[config.mk]
export PLATFORM = sky130hd
export DESIGN_NAME = fp_normalizer
export DESIGN_NICKNAME = d
export VERILOG_FILES = /design/src/rtl/fp_normalizer.sv
export SDC_FILE = /design/constraint.sdc
export NUM_CORES = 1
export LEC_CHECK = 0
export CAP_MARGIN = 25
export CORE_MARGIN = 1
export CORE_UTILIZATION = 48
export DETAILED_ROUTE_END_ITERATION = 12
export PLACE_DENSITY_LB_ADDON = 0.2
export SETUP_SLACK_MARGIN = 0.1
export SLEW_MARGIN = 20
export SYNTH_ARGS = -nofsm -noshare
export SYNTH_HDL_FRONTEND = slang
export SYNTH_SLANG_ARGS = --single-unit
[constraint.sdc]
create_clock -name i_Clk -period 3.5 [get_ports i_Clk]
set_input_delay 0.7 -clock i_Clk [delete_from_list [all_inputs] [get_ports i_Clk]]
set_output_delay 0.7 -clock i_Clk [all_outputs]
set_load 0.01 [all_outputs]
[src/rtl/fp_normalizer.sv]
// Post-add normalization for the FP add/sub datapath: resolves a sum carry with one
// right shift, or cancellation with one left shift per cycle, under valid/ready handshakes.
module fp_normalizer #(
    parameter int ExponentSize   = 8,
    parameter int MantissaSize   = 23,
    parameter int ShiftCountSize = 5
) (
    input  logic                      i_Clk,
    input  logic                      i_Reset_n,
    input  logic                      i_InValid,
    output logic                      o_InReady,
    input  logic [MantissaSize+1:0]   i_SumMantissa,
    input  logic [ExponentSize-1:0]   i_InExponent,
    input  logic                      i_InSign,
    output logic                      o_OutValid,
    input  logic                      i_OutReady,
    output logic [MantissaSize-1:0]   o_Mantissa,
    output logic [ExponentSize-1:0]   o_Exponent,
    output logic                      o_Sign,
    output logic                      o_RoundBit,
    output logic [ShiftCountSize-1:0] o_ShiftCount,
    output logic                      o_ZeroFlag,
    output logic                      o_Overflow,
    output logic                      o_Underflow
);

    typedef enum logic [1:0] {IDLE, SHIFT, DONE} state_t;

    state_t                    r_state;
    logic [MantissaSize+1:0]   r_m;
    logic [ExponentSize-1:0]   r_e;
    logic                      r_sign;
    logic                      r_round;
    logic [ShiftCountSize-1:0] r_shift;
    logic                      r_zero;
    logic                      r_ovf;
    logic                      r_unf;

    state_t                    w_nextState;
    logic [MantissaSize+1:0]   w_m;
    logic [ExponentSize-1:0]   w_e;
    logic                      w_sign;
    logic                      w_round;
    logic [ShiftCountSize-1:0] w_shift;
    logic                      w_zero;
    logic                      w_ovf;
    logic                      w_unf;

    logic [ExponentSize-1:0]   w_expInc;
    logic [ExponentSize-1:0]   w_expDec;

    assign w_expInc = i_InExponent + ExponentSize'(1);
    assign w_expDec = r_e - ExponentSize'(1);

    always_comb begin
        w_nextState = r_state;
        w_m         = r_m;
        w_e         = r_e;
        w_sign      = r_sign;
        w_round     = r_round;
        w_shift     = r_shift;
        w_zero      = r_zero;
        w_ovf       = r_ovf;
        w_unf       = r_unf;
        case (r_state)
            IDLE: begin
                if (i_InValid) begin
                    w_sign      = i_InSign;
                    w_m         = i_SumMantissa;
                    w_e         = i_InExponent;
                    w_round     = 1'b0;
                    w_shift     = '0;
                    w_zero      = 1'b0;
                    w_ovf       = 1'b0;
                    w_unf       = 1'b0;
                    w_nextState = DONE;
                    if (i_SumMantissa == '0) begin
                        w_zero = 1'b1;
                        w_e    = '0;
                    end else if (i_SumMantissa[MantissaSize+1]) begin
                        w_m     = i_SumMantissa >> 1;
                        w_e     = w_expInc;
                        w_round = i_SumMantissa[0];
                        // Saturated exponent means infinity, which carries no fraction.
                        if (w_expInc == '1) begin
                            w_ovf                   = 1'b1;
                            w_m[MantissaSize-1:0]   = '0;
                        end
                    end else if (i_SumMantissa[MantissaSize]) begin
                        w_nextState = DONE;
                    end else if (i_InExponent <= ExponentSize'(1)) begin
                        w_unf = 1'b1;
                        w_e   = '0;
                    end else begin
                        w_nextState = SHIFT;
                    end
                end
            end
            SHIFT: begin
                w_m     = r_m << 1;
                w_e     = w_expDec;
                w_shift = r_shift + ShiftCountSize'(1);
                // Old M[MantissaSize-1] becomes the hidden bit after this shift.
                if (r_m[MantissaSize-1]) begin
                    w_nextState = DONE;
                end else if (w_expDec == ExponentSize'(1)) begin
                    w_nextState = DONE;
                    w_unf       = 1'b1;
                    w_e         = '0;
                end
            end
            DONE: begin
                if (i_OutReady) begin
                    w_nextState = IDLE;
                end
            end
            default: w_nextState = IDLE;
        endcase
    end

    always_ff @(posedge i_Clk or negedge i_Reset_n) begin
        if (!i_Reset_n) begin
            r_state <= IDLE;
            r_m     <= '0;
            r_e     <= '0;
            r_sign  <= 1'b0;
            r_round <= 1'b0;
            r_shift <= '0;
            r_zero  <= 1'b0;
            r_ovf   <= 1'b0;
            r_unf   <= 1'b0;
        end else begin
            r_state <= w_nextState;
            r_m     <= w_m;
            r_e     <= w_e;
            r_sign  <= w_sign;
            r_round <= w_round;
            r_shift <= w_shift;
            r_zero  <= w_zero;
            r_ovf   <= w_ovf;
            r_unf   <= w_unf;
        end
    end

    assign o_InReady    = (r_state == IDLE);
    assign o_OutValid   = (r_state == DONE);
    assign o_Mantissa   = r_m[MantissaSize-1:0];
    assign o_Exponent   = r_e;
    assign o_Sign       = r_sign;
    assign o_RoundBit   = r_round;
    assign o_ShiftCount = r_shift;
    assign o_ZeroFlag   = r_zero;
    assign o_Overflow   = r_ovf;
    assign o_Underflow  = r_unf;

endmodule

==> metrics.csv <==
metric,value,unit
via count,2820,
synth unique cells,39,
Leakage,1.46,nW
# rows,27,
P_sw,1.03,mW
Final HPWL DP,5030,um
Core Region,0.00547,mm^2
Post-synth EDFFs,0,
Max Clk Rate,0.364,GHz
fraction of layout cells with a size suffix above 1,5.22,%
DRC viols,0,
gr ovfl total,0,
CP max stage cell,or4_1,
R2R setup slack,750,ps
Pint,1.66,mW
crit-path cells,inv_1 > ha_1 > or4b_4 > a2111oi_4 > nor3_1 > or4_1 > a221o_1,
largest net degree at the start of global routing,45,
latest clock arrival within the worst-skew pair,300,ps
largest family of logic cells by synthesized area,simple AND/OR/NAND/NOR gates,
Post-Syn Nets,377,
Relative slew margins,45.5,%
Die Area,0.00597,mm^2
Diodes inserted,0,
Layout area overhead,36.0,%
Die H,77.3,um
pwr dens,728,mW/mm^2
"Setup violations, final",0,
first-pass GRT wire length,12400,um
ys flop type,dfrtp_1,
sequential share of power,34.9,%
final hold viol count,0,
WS Path Type,flop to flop,
post-synthesis area per instance,8.20,um^2
Synth Area in Simple Gates,29.8,%
XOR/XNOR Fraction of Synth Area,3.54,%
Least-Margin Pin Slew,817,ps
Synth Register Bits,43,
Filler cells,486,
number of hold buffers added after CTS,0,
max-slew violations,0,
Comb pwr share,47.7,%
gpl congestion,0.787,
gr usage total,25.9,%
minimum clock period,2750,ps
Post-synth ARST share,100,%
Final Net Count,446,
CTS max path bufs,2,
Worst EP arrival,2940,ps
dominant cells by area after synthesis,"dfrtp_1 40%, nand4_1 6.7%, nor2b_1 6.4%",
setup TNS,0,ps
I/O pin cnt,81,
Cells after Synth,332,
post-CTS setup buffers,0,
Synth Cell Area,0.00272,mm^2
Setup crit end kind,flop,
post_cts resized,0,
number of global-route vias before repair,2609,
Port Buffers,80,
Final ANT Viol Nets,0,
clock skew,5.50,ps
Yosys top cell by area,dfrtp_1,
Num CTS Buffers,5,
fin crit share,78.5,%
status,completed,
Yosys warning count,0,
CTS root buf,clkbuf_8,
Finished Cell Area,0.00370,mm^2
initial antenna violation count,0,
TritonRoute pass-1 iters,5,
clock-pin transition on the worst setup and hold timing paths,80,ps
Hold WC Path Type,input pin to async pin,
Crit Path Max Fanout,6,
"Seq/Total Area, Yosys",39.5,%
share of the synthesized area in the top cell type,39.5,%
die width,77.3,um
slowest cell delay on critical path,550,ps
number of DRC markers in iteration 0,210,
Required @ worst endpoint,3690,ps
RSZ-0062 raised after global routing,false,
CTS tree,yes,
initial core utilization,49.7,%
adder-cell share of the synthesized area,3.22,%
Compound-Gate Fraction of Synth Area,19.1,%
Sw Ratio,38.4,%
Peak VDD IR,0.381,mV
Avg WL per Cell,15.4,um
Placement Cell Area,0.00356,mm^2
WL final,7290,um
Max Cap Viol,0,
mux contribution to synthesized area,0.368,%
H-tree Lvls,2,
element type at the critical path start,flop,
clock power share,17.4,%
vias per inst,5.95,
clk sink count,43,
Yosys cell counts (4+ instances only):
cell	n
a21oi_1	31
clkbuf_1	21
dfrtp_1	43
ha_1	7
inv_1	7
nand2_1	22
nand2b_1	4
nand3_1	8
nand4_1	29
nor2_1	42
nor2b_1	28
nor3_1	8
nor4_1	7
o21ai_0	14
o22ai_1	23
xnor2_1	6
xor2_1	5
critical path: cells and delay by family, from the launching register on:
kind	cells	cell delay, ps
AO/OA/AOI/OAI	2	670
adder cells (fa/ha/maj)	1	230
buffers and inverters	1	120
flip-flops	1	450
AND/OR/NAND/NOR	3	1170
metrics by stage:
step                utilization, %  total power, mW  hold WS, ps  cells  worst slack (ps)
floorplan                        -             1.57          404    332               906
global placement              64.7             2.18          456    465               728
detailed placement            65.1             2.22          463    466               653
CTS                           67.6             2.70          484    474               768
global route                  67.6             2.88          426    474               613
finish                        67.6             2.70          377    474               753
layout make-up:
class,instances,area (um^2),area share [%]
clock buffers,5,68.8,1.86
clock inverters,3,67.6,1.82
inverters,7,26.3,0.710
multi-input cells,259,1530,41.3
flip-flops and latches,43,1080,29.1
well taps,72,90.1,2.43
repair buffers,85,843,22.8
sequential cells by signal, summed over array words and instances (netlist names):
register / count
o_Overflow: 1
o_RoundBit: 1
o_ShiftCount: 5
o_Exponent: 8
r_m: 23
o_ZeroFlag: 1
o_Sign: 1
o_Underflow: 1
r_state: 2
layer usage:
metal,vias to the layer above,share of wire [%],track usage (%)
li1,1347,-,-
met1,1351,44,35.3
met2,109,48,40.4
met3,13,6.0,5.24
met4,0,1.9,9.62
met5,-,0,0
placed cells by master (no fill, tap or decap), drive strengths merged, types with 4 or more instances in the layout:
master	netlist	routed
a21oi	31	31
buf	2	7
clkbuf	21	5
clkdlybuf4s50	0	78
dfrtp	43	43
ha	7	7
inv	7	7
nand2	22	22
nand2b	4	4
nand3	8	8
nand4	29	29
nor2	42	42
nor2b	28	28
nor3	8	8
nor4	7	7
o21ai	14	14
o22ai	23	23
xnor2	6	6
xor2	5	5
kinds of logic after synthesis:
family,after synthesis
flip-flops,43
XOR/XNOR,11
multiplexers,1
AND/OR/NAND/NOR,156
AO/OA/AOI/OAI,84
adder cells (fa/ha/maj),7
buffers and inverters,30
power by group through the flow:
stage | clock network (mW) | logic (mW) | registers, mW
4_1_cts | 0.473 | 1.29 | 0.937
2_1_floorplan | 0 | 0.582 | 0.987
6_report | 0.470 | 1.28 | 0.941
5_1_grt | 0.496 | 1.40 | 0.975
3_3_place_gp | 0 | 1.24 | 0.938
3_5_place_dp | 0 | 1.28 | 0.940
worst paths after layout:
kind	start	cells after the start	endpoint
max in group asynchronous	i_Reset_n	1	r_m[16]
worst min-delay path	i_Reset_n	1	o_Exponent[6]
worst min register to register	o_RoundBit	2	o_RoundBit
min in group i_Clk	o_RoundBit	2	o_RoundBit
worst max register to register	o_Exponent[0]	7	o_Exponent[0]
worst max-delay path	o_Exponent[0]	7	o_Exponent[0]
Power figures use the tool's default switching activity.
